## src/rtl/spi_slave_framed.sv

```systemverilog
// Framed SPI slave: deserialises {cmd[1:0], payload} frames from MOSI, checks the
// rd-addr/rd-data sequence and serialises RAM read data back on MISO.
module spi_slave_framed #(
  parameter int unsigned DATA_W     = 8,
  parameter bit          MSB_FIRST  = 1'b1,
  parameter int unsigned TX_TIMEOUT = 16
) (
  input  logic              clk,
  input  logic              rst_n,
  input  logic              ss_n,
  input  logic              MOSI,
  input  logic              tx_valid,
  input  logic [DATA_W-1:0] tx_data,
  output logic              MISO,
  output logic              rx_valid,
  output logic [DATA_W+1:0] rx_data,
  output logic              busy,
  output logic              cmd_err,
  output logic              frame_err
);

  localparam int unsigned FRAME_W = DATA_W + 2;
  localparam int unsigned CNT_W   = $clog2(FRAME_W + 1);
  localparam int unsigned TO_W    = $clog2(TX_TIMEOUT + 1);

  typedef enum logic [2:0] {
    S_IDLE    = 3'd0,
    S_RX      = 3'd1,
    S_WAIT_TX = 3'd2,
    S_TX      = 3'd3,
    S_DONE    = 3'd4
  } state_e;

  state_e             state_q;
  logic [CNT_W-1:0]   bit_cnt_q;
  logic [TO_W-1:0]    to_cnt_q;
  logic               rd_pend_q;
  logic [FRAME_W-1:0] rx_shift_q;
  logic [FRAME_W-1:0] rx_shift_d;
  logic [DATA_W-1:0]  tx_shift_q;
  logic [FRAME_W-1:0] rx_data_q;
  logic               miso_q;
  logic               rx_valid_q;
  logic               busy_q;
  logic               cmd_err_q;
  logic               frame_err_q;
  logic [1:0]         cmd_d;
  logic               tx_first;
  logic [DATA_W-1:0]  tx_rest;
  logic               tx_head;
  logic [DATA_W-1:0]  tx_next;

  // Shift direction decides which end of the frame the first serial bit lands in.
  always_comb begin
    rx_shift_d = rx_shift_q;
    if (MSB_FIRST) begin
      rx_shift_d = {rx_shift_q[FRAME_W-2:0], MOSI};
    end else begin
      rx_shift_d = {MOSI, rx_shift_q[FRAME_W-1:1]};
    end
  end

  assign cmd_d = rx_shift_d[FRAME_W-1 -: 2];

  // Head-of-queue bit and remaining bits for both the load and the shift paths.
  assign tx_first = MSB_FIRST ? tx_data[DATA_W-1] : tx_data[0];
  assign tx_rest  = MSB_FIRST ? (tx_data << 1) : (tx_data >> 1);
  assign tx_head  = MSB_FIRST ? tx_shift_q[DATA_W-1] : tx_shift_q[0];
  assign tx_next  = MSB_FIRST ? (tx_shift_q << 1) : (tx_shift_q >> 1);

  always_ff @(posedge clk or negedge rst_n) begin
    if (!rst_n) begin
      state_q     <= S_IDLE;
      bit_cnt_q   <= '0;
      to_cnt_q    <= '0;
      rd_pend_q   <= 1'b0;
      rx_shift_q  <= '0;
      tx_shift_q  <= '0;
      rx_data_q   <= '0;
      miso_q      <= 1'b0;
      rx_valid_q  <= 1'b0;
      busy_q      <= 1'b0;
      cmd_err_q   <= 1'b0;
      frame_err_q <= 1'b0;
    end else begin
      rx_valid_q  <= 1'b0;
      cmd_err_q   <= 1'b0;
      frame_err_q <= 1'b0;
      miso_q      <= 1'b0;
      if (state_q != S_IDLE && ss_n) begin
        // Deselect ends any transaction; only a finished readback or DONE is clean.
        state_q     <= S_IDLE;
        busy_q      <= 1'b0;
        bit_cnt_q   <= '0;
        to_cnt_q    <= '0;
        frame_err_q <= (state_q == S_RX) || (state_q == S_WAIT_TX) ||
                       ((state_q == S_TX) && (bit_cnt_q != CNT_W'(DATA_W)));
      end else begin
        case (state_q)
          S_IDLE: begin
            if (!ss_n) begin
              rx_shift_q <= rx_shift_d;
              bit_cnt_q  <= CNT_W'(1);
              busy_q     <= 1'b1;
              state_q    <= S_RX;
            end
          end
          S_RX: begin
            rx_shift_q <= rx_shift_d;
            if (bit_cnt_q == CNT_W'(FRAME_W - 1)) begin
              bit_cnt_q <= '0;
              if (cmd_d != 2'b11) begin
                rx_data_q  <= rx_shift_d;
                rx_valid_q <= 1'b1;
                state_q    <= S_DONE;
                if (cmd_d == 2'b10) begin
                  rd_pend_q <= 1'b1;
                end
              end else if (rd_pend_q) begin
                rx_data_q  <= rx_shift_d;
                rx_valid_q <= 1'b1;
                rd_pend_q  <= 1'b0;
                to_cnt_q   <= '0;
                state_q    <= S_WAIT_TX;
              end else begin
                cmd_err_q <= 1'b1;
                state_q   <= S_DONE;
              end
            end else begin
              bit_cnt_q <= bit_cnt_q + CNT_W'(1);
            end
          end
          S_WAIT_TX: begin
            if (tx_valid) begin
              miso_q     <= tx_first;
              tx_shift_q <= tx_rest;
              bit_cnt_q  <= CNT_W'(1);
              to_cnt_q   <= '0;
              state_q    <= S_TX;
            end else if (to_cnt_q == TO_W'(TX_TIMEOUT - 1)) begin
              frame_err_q <= 1'b1;
              to_cnt_q    <= '0;
              state_q     <= S_DONE;
            end else begin
              to_cnt_q <= to_cnt_q + TO_W'(1);
            end
          end
          S_TX: begin
            // bit_cnt_q counts bits already on MISO; DATA_W means the last one has had its cycle.
            if (bit_cnt_q == CNT_W'(DATA_W)) begin
              bit_cnt_q <= '0;
              state_q   <= S_DONE;
            end else begin
              miso_q     <= tx_head;
              tx_shift_q <= tx_next;
              bit_cnt_q  <= bit_cnt_q + CNT_W'(1);
            end
          end
          S_DONE: begin
            state_q <= S_DONE;
          end
          default: begin
            state_q <= S_IDLE;
            busy_q  <= 1'b0;
          end
        endcase
      end
    end
  end

  assign MISO      = miso_q;
  assign rx_valid  = rx_valid_q;
  assign rx_data   = rx_data_q;
  assign busy      = busy_q;
  assign cmd_err   = cmd_err_q;
  assign frame_err = frame_err_q;

endmodule
```

## config.mk

```make
export PLATFORM = sky130hd
export DESIGN_NAME = spi_slave_framed
export DESIGN_NICKNAME = d
export VERILOG_FILES = /design/src/rtl/spi_slave_framed.sv
export SDC_FILE = /design/constraint.sdc
export NUM_CORES = 1
export LEC_CHECK = 0
export ABC_CLOCK_PERIOD_IN_PS = 2600
export BUFFER_PORTS_ARGS = -buffer_cell sky130_fd_sc_hd__buf_2
export CORE_MARGIN = 2
export CORE_UTILIZATION = 61
export CTS_CLUSTER_DIAMETER = 100
export DETAILED_ROUTE_END_ITERATION = 6
export PLACE_DENSITY_LB_ADDON = 0.08
export SLEW_MARGIN = 20
export SYNTH_ARGS = -nofsm -noshare
export SYNTH_HDL_FRONTEND = slang
export SYNTH_SLANG_ARGS = --single-unit
```

## constraint.sdc

```tcl
create_clock -name clk -period 2.6 [get_ports clk]
set_input_delay 0.13 -clock clk [delete_from_list [all_inputs] [get_ports clk]]
set_output_delay 0.13 -clock clk [all_outputs]
set_load 0.02 [all_outputs]
```

==> results.json <==
{
  "final_cell_mix": "dfrtp_1 (44), buf_2 (27), nand2_1 (13), mux2_2 (10), mux2i_1 (10)",
  "cts.repair.resized": 0,
  "grt_max_degree": 45,
  "postSynthAreaPerCell_um2": 12.00,
  "tns_ns": 0,
  "slew_violations": 0,
  "clockBufferDepth": 2,
  "hold_violations": 0,
  "ys_seq_elements": 44,
  "synth-warning-count": 0,
  "grt_pass1_vias": 1411,
  "wl_mm": 3.700,
  "crit_fanout": 15,
  "netlist_area_mm2": 0.002161,
  "die_area_mm2": 0.004034,
  "end_kind": "register",
  "cts_buffers": 5,
  "clock.fmax_mhz": 466.1,
  "start_util": 0.6425,
  "synth_xor_area_frac": 0,
  "yosysSeqAreaShare": 0.5096,
  "period_minus_slack_ns": 2.145,
  "crit_required_ns": 2.85,
  "antenna_found_initial": 0,
  "yosys.area_share.simple": 0.1442,
  "area_growth_pct": 12.10,
  "postCtsSetupRepairBufs": 0,
  "synth-edff-count": 0,
  "viasPerCell": 5.709,
  "wl_met3_um": 130,
  "synth_ff_type": "dfrtp_1",
  "synthTopCellsByArea": "dfrtp_1 (51%), mux2_2 (5.2%), mux2_1 (4.7%), mux2i_1 (4.6%), ha_1 (2.3%)",
  "synth_top_area_frac": 0.5096,
  "rows": 21,
  "synth_top_family_by_area": "multiplexers",
  "path_clk_slew_ns": 0.13,
  "grt_usage": 0.2080,
  "tightest_slew_ns": 0.9315,
  "drt-met1-wl_mm": 1.770,
  "drt-initial-drc-count": 89,
  "p_per_area_mw_per_mm2": 840.6,
  "p_leak_uw": 0.001217,
  "start_kind": "register",
  "wl_per_cell_um": 14.34,
  "yosys.area.top_type": "dfrtp_1",
  "async_reset_ff_frac": 1.000,
  "setup_violations": 0,
  "synth_compound_area_frac": 0.1430,
  "drive_above_1_share": 0.2783,
  "core_area_mm2": 0.003363,
  "cts_tree": "yes",
  "antennaDiodeCount": 0,
  "place.gp.congestion": 0.8095,
  "maxCapViolCount": 0,
  "layout_commonest_cell": "dfrtp_1",
  "hp-class": "primary input to register",
  "run_status": "complete, no violations",
  "hold_ws_ns": 0.01979,
  "overflow": 0,
  "route.detailed.drc": 0,
  "post-route-util": 0.7202,
  "nNetsFinal": 228,
  "yosys-mux-area-fraction": 0.1453,
  "ant_nets": 0,
  "post-route-period-util": 0.8251,
  "synth-adder-area-share": 0.02316,
  "wl_met2_mm": 1.767,
  "highest_layer": "met4",
  "ir_drop_mv": 0.7229,
  "netlist_instances": 180,
  "slew_headroom": 0.3790,
  "die_h_um": 63.52,
  "io_pins": 28,
  "synth.distinct_cells": 48,
  "die_x_um": 63.52,
  "cts_sinks": 44,
  "critPathKind": "register to register",
  "finalClockSkew_ns": 0.01193,
  "portBuffers": 27,
  "place_hpwl_mm": 2.631,
  "grt_pass1_wl_mm": 6.555,
  "rsz0062_at_grt": "false",
  "htreeDepth": 2,
  "vias": 1473,
  "dr.pass1.iters": 4,
  "cts-root-buf": "clkbuf_4",
  "arrival_ns": 2.40,
  "clkLatencyLatePin_ns": 0.36,
  "syn-num-nets": 197
}
-- cells by family (layout without fill, tap and decap cells) --
| family | after synthesis | count (layout) |
|---|---|---|
| buffers and inverters | 12 | 44 |
| AO/OA/AOI/OAI | 37 | 37 |
| adder cells (fa/ha/maj) | 4 | 4 |
| AND/OR/NAND/NOR | 54 | 54 |
| multiplexers | 29 | 29 |
| flip-flops | 44 | 44 |
-- flip-flops by register name, summed over array words and instances, names as in the netlist --
| register | count |
|---|---|
| rx_shift_q | 9 |
| tx_shift_q | 7 |
| bit_cnt_q | 4 |
| rd_pend_q | 1 |
| frame_err | 1 |
| state_q | 3 |
| busy | 1 |
| cmd_err | 1 |
| to_cnt_q | 5 |
| rx_data | 10 |
| rx_valid | 1 |
| MISO | 1 |
-- per-stage QoR --
| stage | worst slack [ns] | total power (uW) | cell area (um2) | cells |
|---|---|---|---|---|
| 2_1_floorplan | 0.8377 | 1474 | 2161 | 180 |
| 3_3_place_gp | 0.5296 | 1588 | 2308 | 247 |
| 3_5_place_dp | 0.4509 | 1611 | 2308 | 247 |
| 4_1_cts | 0.4246 | 2051 | 2422 | 258 |
| 5_1_grt | 0.2352 | 2186 | 2422 | 258 |
| 6_report | 0.4547 | 2036 | 2422 | 258 |
-- layout make-up --
| cell class | count | area [um2] |
|---|---|---|
| flip-flops and latches | 44 | 1101 |
| clock inverters | 3 | 46.29 |
| well taps | 46 | 57.56 |
| multi-input cells | 124 | 984.7 |
| inverters | 4 | 15.01 |
| fillers | 265 | 940.9 |
| repair buffers | 32 | 180.2 |
| clock buffers | 5 | 37.54 |
-- power by group --
group	internal (uW)	switching (uW)	leakage [uW]	total, uW
logic	286	287	0.000597	573
registers	841	187	0.000579	1030
clock network	206	231	0.0000418	436
-- synth_stat cells (2+ instances only) --
cell / n
nand2b_1: 3
nor3_1: 5
a21oi_1: 3
a22oi_1: 3
a211oi_1: 2
and3b_1: 2
mux2i_1: 10
a211o_1: 3
mux2_1: 9
and2_1: 3
nor2_1: 7
inv_1: 4
and4b_1: 2
a22o_1: 2
nor2b_1: 4
nand4_1: 2
dfrtp_1: 44
nand3_1: 5
nand2_1: 13
buf_4: 3
o211ai_1: 2
ha_1: 4
o21ai_0: 3
mux2_2: 10
o21ai_1: 4
buf_6: 2
o21ai_2: 3
buf_2: 3
-- worst paths after layout --
check | start | endpoint | slack (ns) | depth (start not counted)
setup reg to reg | state_q[1]$_DFFE_PN0P_ | rx_data[1]$_DFFE_PN0P_ | 0.45 | 4
hold reg to reg | rd_pend_q$_DFFE_PN0P_ | cmd_err$_DFF_PN0_ | 0.48 | 1
max in group asynchronous | rst_n | frame_err$_DFF_PN0_ | 1.58 | 2
min in group asynchronous | rst_n | rx_data[6]$_DFFE_PN0P_ | 0.43 | 2
hold / removal | tx_data[7] | MISO$_DFF_PN0_ | 0.02 | 3
setup / recovery | state_q[1]$_DFFE_PN0P_ | rx_data[1]$_DFFE_PN0P_ | 0.45 | 4
-- repair_timing --
| action | in CTS | in global routing |
|---|---|---|
| setup endpoints to repair | 0 | 0 |
| endpoints found under the hold margin | 46 | 0 |
| hold buffers | 3 | 0 |
-- layer usage --
layer / vias to the layer above / GRT usage
met5: - / 0
met3: 2 / 0.05893
met4: 0 / 0.06522
met2: 23 / 0.3250
li1: 722 / -
met1: 726 / 0.2818
-- worst max-delay path: stages (launching register included) --
cell     delay, ns
dfrtp_1       0.58
nor3_1        0.33
nand3_1       0.17
a31oi_2       0.58
mux2_1        0.39
Note: power is estimated with default switching activity, not from simulation.
